[config.mk]
export PLATFORM = sky130hd
export DESIGN_NAME = ex_mem_wb_pipe
export DESIGN_NICKNAME = d
export VERILOG_FILES = /design/src/rtl/pipeline_pkg.sv /design/src/rtl/mem_access_ctrl.sv /design/src/rtl/ex_mem_wb_pipe.sv
export SDC_FILE = /design/constraint.sdc
export NUM_CORES = 1
export LEC_CHECK = 0
export ABC_AREA = 0
export CAP_MARGIN = 20
export CORE_AREA = 2 2 121 123
export CTS_BUF_LIST = sky130_fd_sc_hd__clkbuf_16
export CTS_CLUSTER_SIZE = 25
export DETAILED_ROUTE_END_ITERATION = 16
export DIE_AREA = 0 0 123 125
export PLACE_DENSITY = 0.75
export SLEW_MARGIN = 0
export SYNTH_ARGS = -nofsm -noshare
export SYNTH_HDL_FRONTEND = slang
export SYNTH_SLANG_ARGS = --single-unit
export TNS_END_PERCENT = 30
[constraint.sdc]
create_clock -name clk -period 1.6 [get_ports clk]
set_clock_uncertainty 0.05 [all_clocks]
set_input_delay 0.32 -clock clk [delete_from_list [all_inputs] [get_ports clk]]
set_output_delay 0.32 -clock clk [all_outputs]
set_load 0.05 [all_outputs]
[src/rtl/pipeline_pkg.sv]
// rtl/pipeline_pkg.sv - shared widths, control bundle and MEM FSM state for the core pipeline
//   XLEN / RA_W  : default datapath and register-address widths
//   ctrl_t       : per-instruction control bundle (also carried by ID/EX)
//   mem_state_e  : MEM access FSM states
package pipeline_pkg;

    localparam int XLEN = 32;
    localparam int RA_W = 5;

    typedef struct packed {
        logic regWrite;
        logic memRead;
        logic memWrite;
        logic memtoReg;
    } ctrl_t;

    typedef enum logic {
        MEM_IDLE = 1'b0,
        MEM_WAIT = 1'b1
    } mem_state_e;

endpackage

[src/rtl/mem_access_ctrl.sv]
// rtl/mem_access_ctrl.sv - MEM-stage access FSM, request/ready logic, optional watchdog
//   clk, rst        : core clock, synchronous active-high reset
//   mem_access_i    : valid load/store currently sitting in MEM
//   dmem_rvalid_i   : memory acknowledge
//   dmem_req_o      : memory request, held until acknowledged
//   ex_ready_o      : MEM can accept a new instruction this cycle
//   timeout_o       : access completes by watchdog this cycle (read data forced to 0)
//   mem_err_o       : sticky watchdog flag
// Optional feature: MEM_TIMEOUT_EN enables the watchdog; otherwise WAIT lasts until ack.
module mem_access_ctrl #(
    parameter int TIMEOUT_CYCLES = 255
) (
    input  logic clk,
    input  logic rst,
    input  logic mem_access_i,
    input  logic dmem_rvalid_i,
    output logic dmem_req_o,
    output logic ex_ready_o,
    output logic timeout_o,
    output logic mem_err_o
);
    import pipeline_pkg::*;

    mem_state_e state_q, state_d;
    logic       timeout_hit;

    // The watchdog completion behaves like an ack, so the request drops in
    // that cycle and the stall releases.
    assign dmem_req_o = mem_access_i & ~timeout_hit;
    assign ex_ready_o = ~(dmem_req_o & ~dmem_rvalid_i);
    assign timeout_o  = timeout_hit;

    always_comb begin
        state_d = state_q;
        case (state_q)
            MEM_IDLE: if (dmem_req_o && !dmem_rvalid_i) state_d = MEM_WAIT;
            MEM_WAIT: if (dmem_rvalid_i || timeout_hit) state_d = MEM_IDLE;
            default:  state_d = MEM_IDLE;
        endcase
    end

    always_ff @(posedge clk) begin
        if (rst) begin
            state_q <= MEM_IDLE;
        end else begin
            state_q <= state_d;
        end
    end

`ifdef MEM_TIMEOUT_EN
    localparam int CNT_W = $clog2(TIMEOUT_CYCLES + 1);

    logic [CNT_W-1:0] cnt_q, cnt_d;
    logic             err_q;

    // cnt_q counts completed WAIT cycles; the last permitted WAIT cycle completes the access.
    assign timeout_hit = (state_q == MEM_WAIT) && (cnt_q == CNT_W'(TIMEOUT_CYCLES - 1));
    assign cnt_d       = (state_q == MEM_WAIT && state_d == MEM_WAIT) ? cnt_q + 1'b1 : '0;
    assign mem_err_o   = err_q;

    always_ff @(posedge clk) begin
        if (rst) begin
            cnt_q <= '0;
            err_q <= 1'b0;
        end else begin
            cnt_q <= cnt_d;
            err_q <= err_q | timeout_hit;
        end
    end
`else
    logic unused_timeout;
    assign unused_timeout = (TIMEOUT_CYCLES == 0);
    assign timeout_hit    = 1'b0;
    assign mem_err_o      = 1'b0;
`endif

endmodule

[src/rtl/ex_mem_wb_pipe.sv]
// rtl/ex_mem_wb_pipe.sv - EX/MEM and MEM/WB pipeline registers with stalled data-memory access
//   clk, rst                      : core clock, synchronous active-high reset
//   ex_valid, Ex_*                : instruction leaving EX (control, rd, ALU result, store data)
//   ex_ready                      : 0 stalls IF/ID/EX while a MEM access waits
//   dmem_req/we/addr/wdata        : data-memory request, stable while dmem_req is high
//   dmem_rvalid, dmem_rdata       : memory acknowledge and read data
//   Mem_regWrite/RegRd/aluResult  : MEM-stage forwarding source
//   Wb_regWrite/RegRd/writeData   : register-file write port / WB forwarding source
//   mem_err                       : sticky watchdog flag (only with MEM_TIMEOUT_EN)
// Optional feature: MEM_TIMEOUT_EN (watchdog in mem_access_ctrl).
module ex_mem_wb_pipe #(
    parameter int XLEN           = 32,
    parameter int RA_W           = 5,
    parameter int TIMEOUT_CYCLES = 255
) (
    input  logic            clk,
    input  logic            rst,
    input  logic            ex_valid,
    input  logic            Ex_regWrite,
    input  logic            Ex_memRead,
    input  logic            Ex_memWrite,
    input  logic            Ex_memtoReg,
    input  logic [RA_W-1:0] Ex_RegRd,
    input  logic [XLEN-1:0] Ex_aluResult,
    input  logic [XLEN-1:0] Ex_storeData,
    output logic            ex_ready,
    output logic            dmem_req,
    output logic            dmem_we,
    output logic [XLEN-1:0] dmem_addr,
    output logic [XLEN-1:0] dmem_wdata,
    input  logic            dmem_rvalid,
    input  logic [XLEN-1:0] dmem_rdata,
    output logic            Mem_regWrite,
    output logic [RA_W-1:0] Mem_RegRd,
    output logic [XLEN-1:0] Mem_aluResult,
    output logic            Wb_regWrite,
    output logic [RA_W-1:0] Wb_RegRd,
    output logic [XLEN-1:0] Wb_writeData,
    output logic            mem_err
);
    import pipeline_pkg::*;

    // EX/MEM register
    logic            mem_valid_q;
    ctrl_t           mem_ctrl_q;
    logic [RA_W-1:0] mem_rd_q;
    logic [XLEN-1:0] mem_alu_q;
    logic [XLEN-1:0] mem_sd_q;

    // MEM/WB register
    logic            wb_regwrite_q;
    logic [RA_W-1:0] wb_rd_q;
    logic [XLEN-1:0] wb_data_q;

    ctrl_t           ex_ctrl;
    logic            mem_access;
    logic            timeout;
    logic [XLEN-1:0] wb_data_d;

    assign ex_ctrl    = '{regWrite: Ex_regWrite, memRead: Ex_memRead,
                          memWrite: Ex_memWrite, memtoReg: Ex_memtoReg};
    assign mem_access = mem_valid_q & (mem_ctrl_q.memRead | mem_ctrl_q.memWrite);

    mem_access_ctrl #(
        .TIMEOUT_CYCLES(TIMEOUT_CYCLES)
    ) u_ctrl (
        .clk          (clk),
        .rst          (rst),
        .mem_access_i (mem_access),
        .dmem_rvalid_i(dmem_rvalid),
        .dmem_req_o   (dmem_req),
        .ex_ready_o   (ex_ready),
        .timeout_o    (timeout),
        .mem_err_o    (mem_err)
    );

    assign dmem_we    = mem_valid_q & mem_ctrl_q.memWrite;
    assign dmem_addr  = mem_alu_q;
    assign dmem_wdata = mem_sd_q;

    // A watchdog-completed load writes back 0 rather than whatever is on the bus.
    assign wb_data_d = mem_ctrl_q.memtoReg ? (timeout ? '0 : dmem_rdata) : mem_alu_q;

    always_ff @(posedge clk) begin
        if (rst) begin
            mem_valid_q   <= 1'b0;
            mem_ctrl_q    <= '0;
            mem_rd_q      <= '0;
            mem_alu_q     <= '0;
            mem_sd_q      <= '0;
            wb_regwrite_q <= 1'b0;
            wb_rd_q       <= '0;
            wb_data_q     <= '0;
        end else if (ex_ready) begin
            mem_valid_q   <= ex_valid;
            mem_ctrl_q    <= ex_ctrl;
            mem_rd_q      <= Ex_RegRd;
            mem_alu_q     <= Ex_aluResult;
            mem_sd_q      <= Ex_storeData;
            wb_regwrite_q <= mem_valid_q & mem_ctrl_q.regWrite;
            wb_rd_q       <= mem_rd_q;
            wb_data_q     <= wb_data_d;
        end
        // On a stall both registers hold; WB keeps re-presenting its write so
        // WB->EX forwarding stays valid for the stalled EX instruction.
    end

    assign Mem_regWrite  = mem_valid_q & mem_ctrl_q.regWrite;
    assign Mem_RegRd     = mem_rd_q;
    assign Mem_aluResult = mem_alu_q;
    assign Wb_regWrite   = wb_regwrite_q;
    assign Wb_RegRd      = wb_rd_q;
    assign Wb_writeData  = wb_data_q;

endmodule

==> results of run 1 <==
path summary, 6_finish.rpt:
check | to | cells after the start
max | dmem_req | 3
min | Mem_aluResult[10]$_SDFFE_PP0N_ | 2
max reg2reg | Mem_RegRd[2]$_SDFFE_PP0N_ | 6
min reg2reg | mem_ctrl_q[3]$_SDFFE_PP0N_ | 2
worst reg2reg max path: stages (launching register included):
cell,delay [ns]
dfxtp_2,0.32
buf_4,0.14
nor2_4,0.18
buf_12,0.21
buf_4,0.20
o21ai_0,0.10
a21oi_1,0.15
metrics by stage:
stage	setup slack, ns	setup TNS (ns)	area [sq um]	instances
floorplan	0.0671	0	4800	549
global placement	-0.184	-13.63	8250	933
detailed placement	-0.203	-15.37	8250	933
CTS	-0.0493	-0.0493	8550	949
global route	-0.0485	-0.0722	8560	950
finish	-0.00491	-0.00491	8560	950
state kept, by name (all words and copies together), names as in the netlist:
name and flops:
Mem_aluResult 32, Wb_writeData 32, dmem_wdata 32, Mem_RegRd 5, Wb_RegRd 5, mem_ctrl_q 4, Wb_regWrite 1, mem_valid_q 1
kinds of logic (layout without fill, tap and decap cells):
family,count (synthesis),count (layout)
simple gates,122,122
buf+inv,93,309
mux,32,32
flops,112,112
other cells,1,2
compound gates,189,189
timing repair:
item                       in CTS  in global routing
hold endpoints to repair        0                  0
gates cloned                    0                  0
setup endpoints to repair       4                  2
buffers inserted                2                  0
pin swaps                       1                  2
resized for setup               7                  1
per-layer routing:
metal,global-route usage,vias up,routed length (um)
met5,0,-,0
met4,0.0501,0,268
met3,0.0721,19,1430
met2,0.356,188,8020
met1,0.244,2295,6450
li1,-,2363,-
final cells by class:
type / instances / area [sq um]
clock inverters: 5 / 50.0
well taps: 184 / 230
repair buffers: 295 / 3800
flip-flops and latches: 112 / 2250
fillers: 1190 / 5650
multi-input cells: 344 / 2000
clock buffers: 9 / 225
diodes: 1 / 2.50
power breakdown:
group | switching, mW | internal, mW | total (mW) | leakage, nW
registers | 0.209 | 2.97 | 3.18 | 0.931
clock network | 1.01 | 1.19 | 2.19 | 0.132
logic | 1.32 | 1.12 | 2.43 | 2.22
total | 2.53 | 5.27 | 7.80 | 3.29
cell usage after synthesis (all sizes together):
cell type	count	area share
a211oi	32	0.050
a21oi	80	0.083
and2	3	0.0039
and2b	1	0.0016
buf	66	0.098
clkbuf	27	0.021
conb	1	0.00078
dfxtp	112	0.47
mux2i	32	0.067
nand2	3	0.0039
nand2b	1	0.0013
nand3	77	0.080
nand3b	2	0.0031
nor2	2	0.0031
nor3	32	0.033
o21ai	77	0.080
or2	1	0.0013
==> metrics.md, run 1 <==
| Metric | Value |
|---|---|
| Gp weighted congestion | ~0.76 |
| H-tree levels | 3 |
| RSZ-0062 raised after global routing | true |
| Nets | about 870 |
| Vias/cell | 5.12 |
| Max Fclk | 623 MHz |
| Core ar. | 14,200 sq um |
| Hold Fails Final Rpt | 0 |
| Synthesized Nets | 658 |
| Critical Path Max Stage Delay | 0.32 ns |
| Sequential area share after synthesis | 0.467 |
| Commonest non-fill, non-tap cell in the layout | dfxtp_1 |
| WL/cell | between 15 and 20 um |
| Site row count | 44 |
| Number of global-route vias before repair | around 4,800 |
| I/O pin count | roughly 250 |
| Routed Antenna Nets | 0 |
| WHS | 0.304 ns |
| Setup CP Type | reg -> out |
| Worst-path clk slew | about 0.070 ns |
| Netlist cell types | 21 |
| Area growth syn-to-layout | 78.3% |
| CP Launch Type | flip-flop |
| Post-Syn Instances | about 550 |
| Synth Warn # | 0 |
| #FFs+latches synth | around 110 |
| Antenna violations before repair | 1 |
| Synth Area in Simple Gates | 0.132 |
| DP HPWL | 11,800 um |
| Via count | 4,865 |
| Largest net degree at the start of global routing | between 40 and 50 |
| Crit Reg-Reg Startpoint | mem_ctrl_q[1]$_SDFFE_PP0N_ |
| Die area | approximately 15,000 sq um |
| Syn_area_per_cell | 8.74 sq um |
| CTS Buf Count | 9 |
| 1st-iter DRT viols | ~220 |
| Drt first pass iters | 7 |
| Worst-path fanout max | 3 |
| Final period util | 1.00 |
| Ratio of cells with drive above 1 in the final layout | 0.275 |
| Die extent in x | 123 um |
| Root buffer selected by CTS | clkbuf_16 |
| Global route overflow | 0 |
| Worst hold start | rst |
| CP Launch Point | mem_ctrl_q[1]$_SDFFE_PP0N_ |
| I/O Buffers | 251 |
| Crit path max-delay family | simple AND/OR/NAND/NOR gates |
| Routed Wire Length | around 16,000 um |
| Hold WC Path Type | in -> reg |
| DR DRC count | 0 |
| Worst skew pair latency | between 0.3 and 0.4 ns |
| Main combinational cell family by area after synthesis | compound AO/OA/AOI/OAI gates |
| Most frequent cells in the layout | 108 x dfxtp_1, 106 x clkdlybuf4s50_1, 105 x buf_12 |
| Adder-cell share of the synthesized area | 0 |
| PD cells | roughly 910 nW/um^2 |
| Synth Area in Compound Gates | 0.214 |
| CP bufs+invs | 1 |
| Pwr Total | ~7.8 mW |
| Maximum root-to-sink buffer count | 2 |
| Crit path capture type | output port |
| Outcome | complete, but fails checks |
| R2R Setup Slk | approximately 0.19 ns |
| CP Data Required Time | approximately 1.2 ns |
| Hold Buf Count CTS | 0 |
| GRT Util Overall | 0.206 |
| Setup slack after layout | -0.00491 ns |
| CTS sink cnt | 112 |
| Setup violations, final | 1 |
| Post-Synth XOR/XNOR Area | 0 |
| Arrival time of data at the critical path endpoint | ~1.2 ns |
| TritonCTS clock tree | built |
| Starting Density | 0.338 |
| Worst path cell trace | or2_4 > and2_4 > buf_12 |
| Post-synthesis mux area share | 0.0668 |
| Failing checks | negative setup slack |
| Leakage | about 3.3 nW |
| Final Slew Violations | 0 |
| First-pass GRT wire length | approximately 25,000 um |
| Final Critical Period | about 1.6 ns |
| Final core occ | 0.602 |
| Die Y | 125 um |
| Mapped cell area | about 4800 sq um |
| Slowest cell on crit path | dfxtp_2 |
| Max_cap viols | 0 |
| VDD IR-drop max | 0.721 mV |
Note: power is estimated with default switching activity, not from simulation.
==> run 2, diff against run 1 <==
clock period = 1.5 ns   (was 1.6 ns; I/O delays follow)
==> metrics.md, run 2 (synthesis results as in run 1) <==
| Metric | Value |
|---|---|
| Outcome | complete, but fails checks |
| Failing checks | negative setup slack |
| Gp weighted congestion | approximately 0.77 |
| Most frequent cells in the layout | 153 x buf_12, 109 x dfxtp_1, 106 x clkdlybuf4s50_1 |
| Endpoint with the worst hold slack | Mem_aluResult[16]$_SDFFE_PP0N_ |
| CTS sink cnt | between 100 and 150 |
| First-pass GRT wire length | approximately 25,000 um |
| 1st-iter DRT viols | 294 |
| Starting Density | 0.338 |
| Final period util | 1.06 |
| Drt first pass iters | 6 |
| Vias/cell | roughly 5.2 |
| VDD IR-drop max | 0.645 mV |
| I/O pin count | between 200 and 300 |
| Critical Path Max Stage Delay | around 0.31 ns |
| PD cells | about 930 nW/um^2 |
| Worst hold start | rst |
| WL/cell | ~17 um |
| Hold Fails Final Rpt | 0 |
| Largest net degree at the start of global routing | 66 |
| Via count | about 4,900 |
| Maximum root-to-sink buffer count | 2 |
| Antenna diode count | 0 |
| Number of global-route vias before repair | 4,672 |
| Commonest non-fill, non-tap cell in the layout | buf_12 |
| Worst-path clk slew | 0.08 ns |
| Hold WC Path Type | in -> reg |
| Max_cap viols | 0 |
| Non-filler instance count after layout | approximately 940 |
| Antenna violations before repair | 0 |
| RSZ-0062 raised after global routing | true |
| Worst reg2reg path endpoint | Mem_aluResult[22]$_SDFFE_PP0N_ |
| Hold Buf Count CTS | 0 |
| Cell count after placement | ~900 |
| Nets | between 800 and 900 |
| Worst skew pair latency | ~0.34 ns |
| CP Data Required Time | about 1.2 ns |
| Core ar. | between 10,000 and 15,000 sq um |
| TritonCTS clock tree | built |
| Die area | 15,400 sq um |
| Die Y | 125 um |
| GRT Util Overall | 0.206 |
| Placed Area | between 8000 and 9000 sq um |
| Max Fclk | approximately 630 MHz |
| CTS Buf Count | 9 |
| DP HPWL | 11,400 um |
| Post-route cell area | about 9000 sq um |
| Worst R2R Path Depth | 6 |
| Leakage | roughly 3.4 nW |
| Crit Reg-Reg Startpoint | mem_valid_q$_SDFFE_PP0N_ |
| Worst-path fanout max | 4 |
| Worst path cell trace | or2_4 > and2_4 > buf_12 |
| Dpl ws | -0.279 ns |
| WHS Path Cells | 3 |
| Ratio of cells with drive above 1 in the final layout | 0.265 |
| I/O Buffers | roughly 250 |
| Setup violations, final | 3 |
| Site row count | 44 |
| Die extent in x | roughly 120 um |
| Crit path capture type | output port |
| Final core occ | 0.638 |
| Setup slack after layout | -0.0875 ns |
| Global route overflow | 0 |
| Root buffer selected by CTS | clkbuf_16 |
| # fillers | 1,103 |
| Routed Wire Length | between 15,000 and 20,000 um |
| R2R Setup Slk | around 0.09 ns |
| Area growth syn-to-layout | 88.8% |
| H-tree levels | 3 |
| CP Launch Type | flip-flop |
| Final Slew Violations | 0 |
| Routed Antenna Nets | 0 |
| Final Critical Period | between 1.5 and 2 ns |
| Setup CP Type | reg -> out |
| Arrival time of data at the critical path endpoint | approximately 1.2 ns |
| Slowest cell on crit path | dfxtp_1 |
| DR DRC count | 0 |
[run 2: cell types whose count changed in the layout (fill, tap and decap cells not counted), sizes merged]
cell    change
buf        -13
clkinv      +2
bufinv      -1
diode       -1
inv         +1
[run 2: repair_timing]
item                       in CTS  in global routing
setup buffers                   3                  0
resized for setup               8                  1
pin swaps                       2                  3
setup endpoints to repair       4                 39
[run 2: metrics by stage]
stage          power (mW)  setup TNS (ns)  hold WS, ns
2_1_floorplan        4.77               0        0.367
6_report             8.45          -0.145        0.377
3_3_place_gp         6.24          -23.52        0.400
5_1_grt              8.80          -0.288        0.383
4_1_cts              8.53          -0.226        0.370
3_5_place_dp         6.27          -26.69        0.409
[run 2: layer usage]
metal | vias up | routed length (um) | GRT usage
li1 | 2338 | - | -
met1 | 2342 | 6380 | 0.260
met2 | 188 | 7860 | 0.335
met3 | 20 | 1330 | 0.0643
met4 | 0 | 279 | 0.0628
met5 | - | 0 | 0
[run 2: report_power, final]
| group | internal (mW) | total, mW | switching (mW) |
|---|---|---|---|
| Combinational | 1.36 | 2.76 | 1.40 |
| Clock | 1.13 | 2.26 | 1.13 |
| Sequential | 3.17 | 3.43 | 0.262 |
[run 2: critical path: cells and delay by family (launching register included)]
| family | cells | cell delay (ns) |
|---|---|---|
| simple gates | 2 | 0.43 |
| buf+inv | 1 | 0.14 |
| flops | 1 | 0.31 |
[run 2: worst max-delay path by stage]
stage	startpoint	endpoint	slack [ns]	cells past startpoint
CTS	mem_ctrl_q[1]$_SDFFE_PP0N_	dmem_req	-0.12	3
detailed placement	dmem_rvalid	Mem_RegRd[4]$_SDFFE_PP0N_	-0.28	6
global placement	dmem_rvalid	Wb_writeData[14]$_SDFFE_PP0N_	-0.25	5
finish	mem_ctrl_q[2]$_SDFFE_PP0N_	dmem_req	-0.09	3
global route	mem_ctrl_q[2]$_SDFFE_PP0N_	dmem_req	-0.14	3
floorplan	mem_ctrl_q[2]$_SDFFE_PP0N_	dmem_req	0.008	5
[run 2: layout make-up]
class	instances	area, sq um	share of cell area
Timing Repair Buffer	282	4310	0.476
Clock buffer	9	225	0.0249
Clock inverter	7	47.5	0.00525
Multi-Input combinational cell	344	2000	0.221
Tap cell	184	230	0.0254
Sequential cell	112	2250	0.248
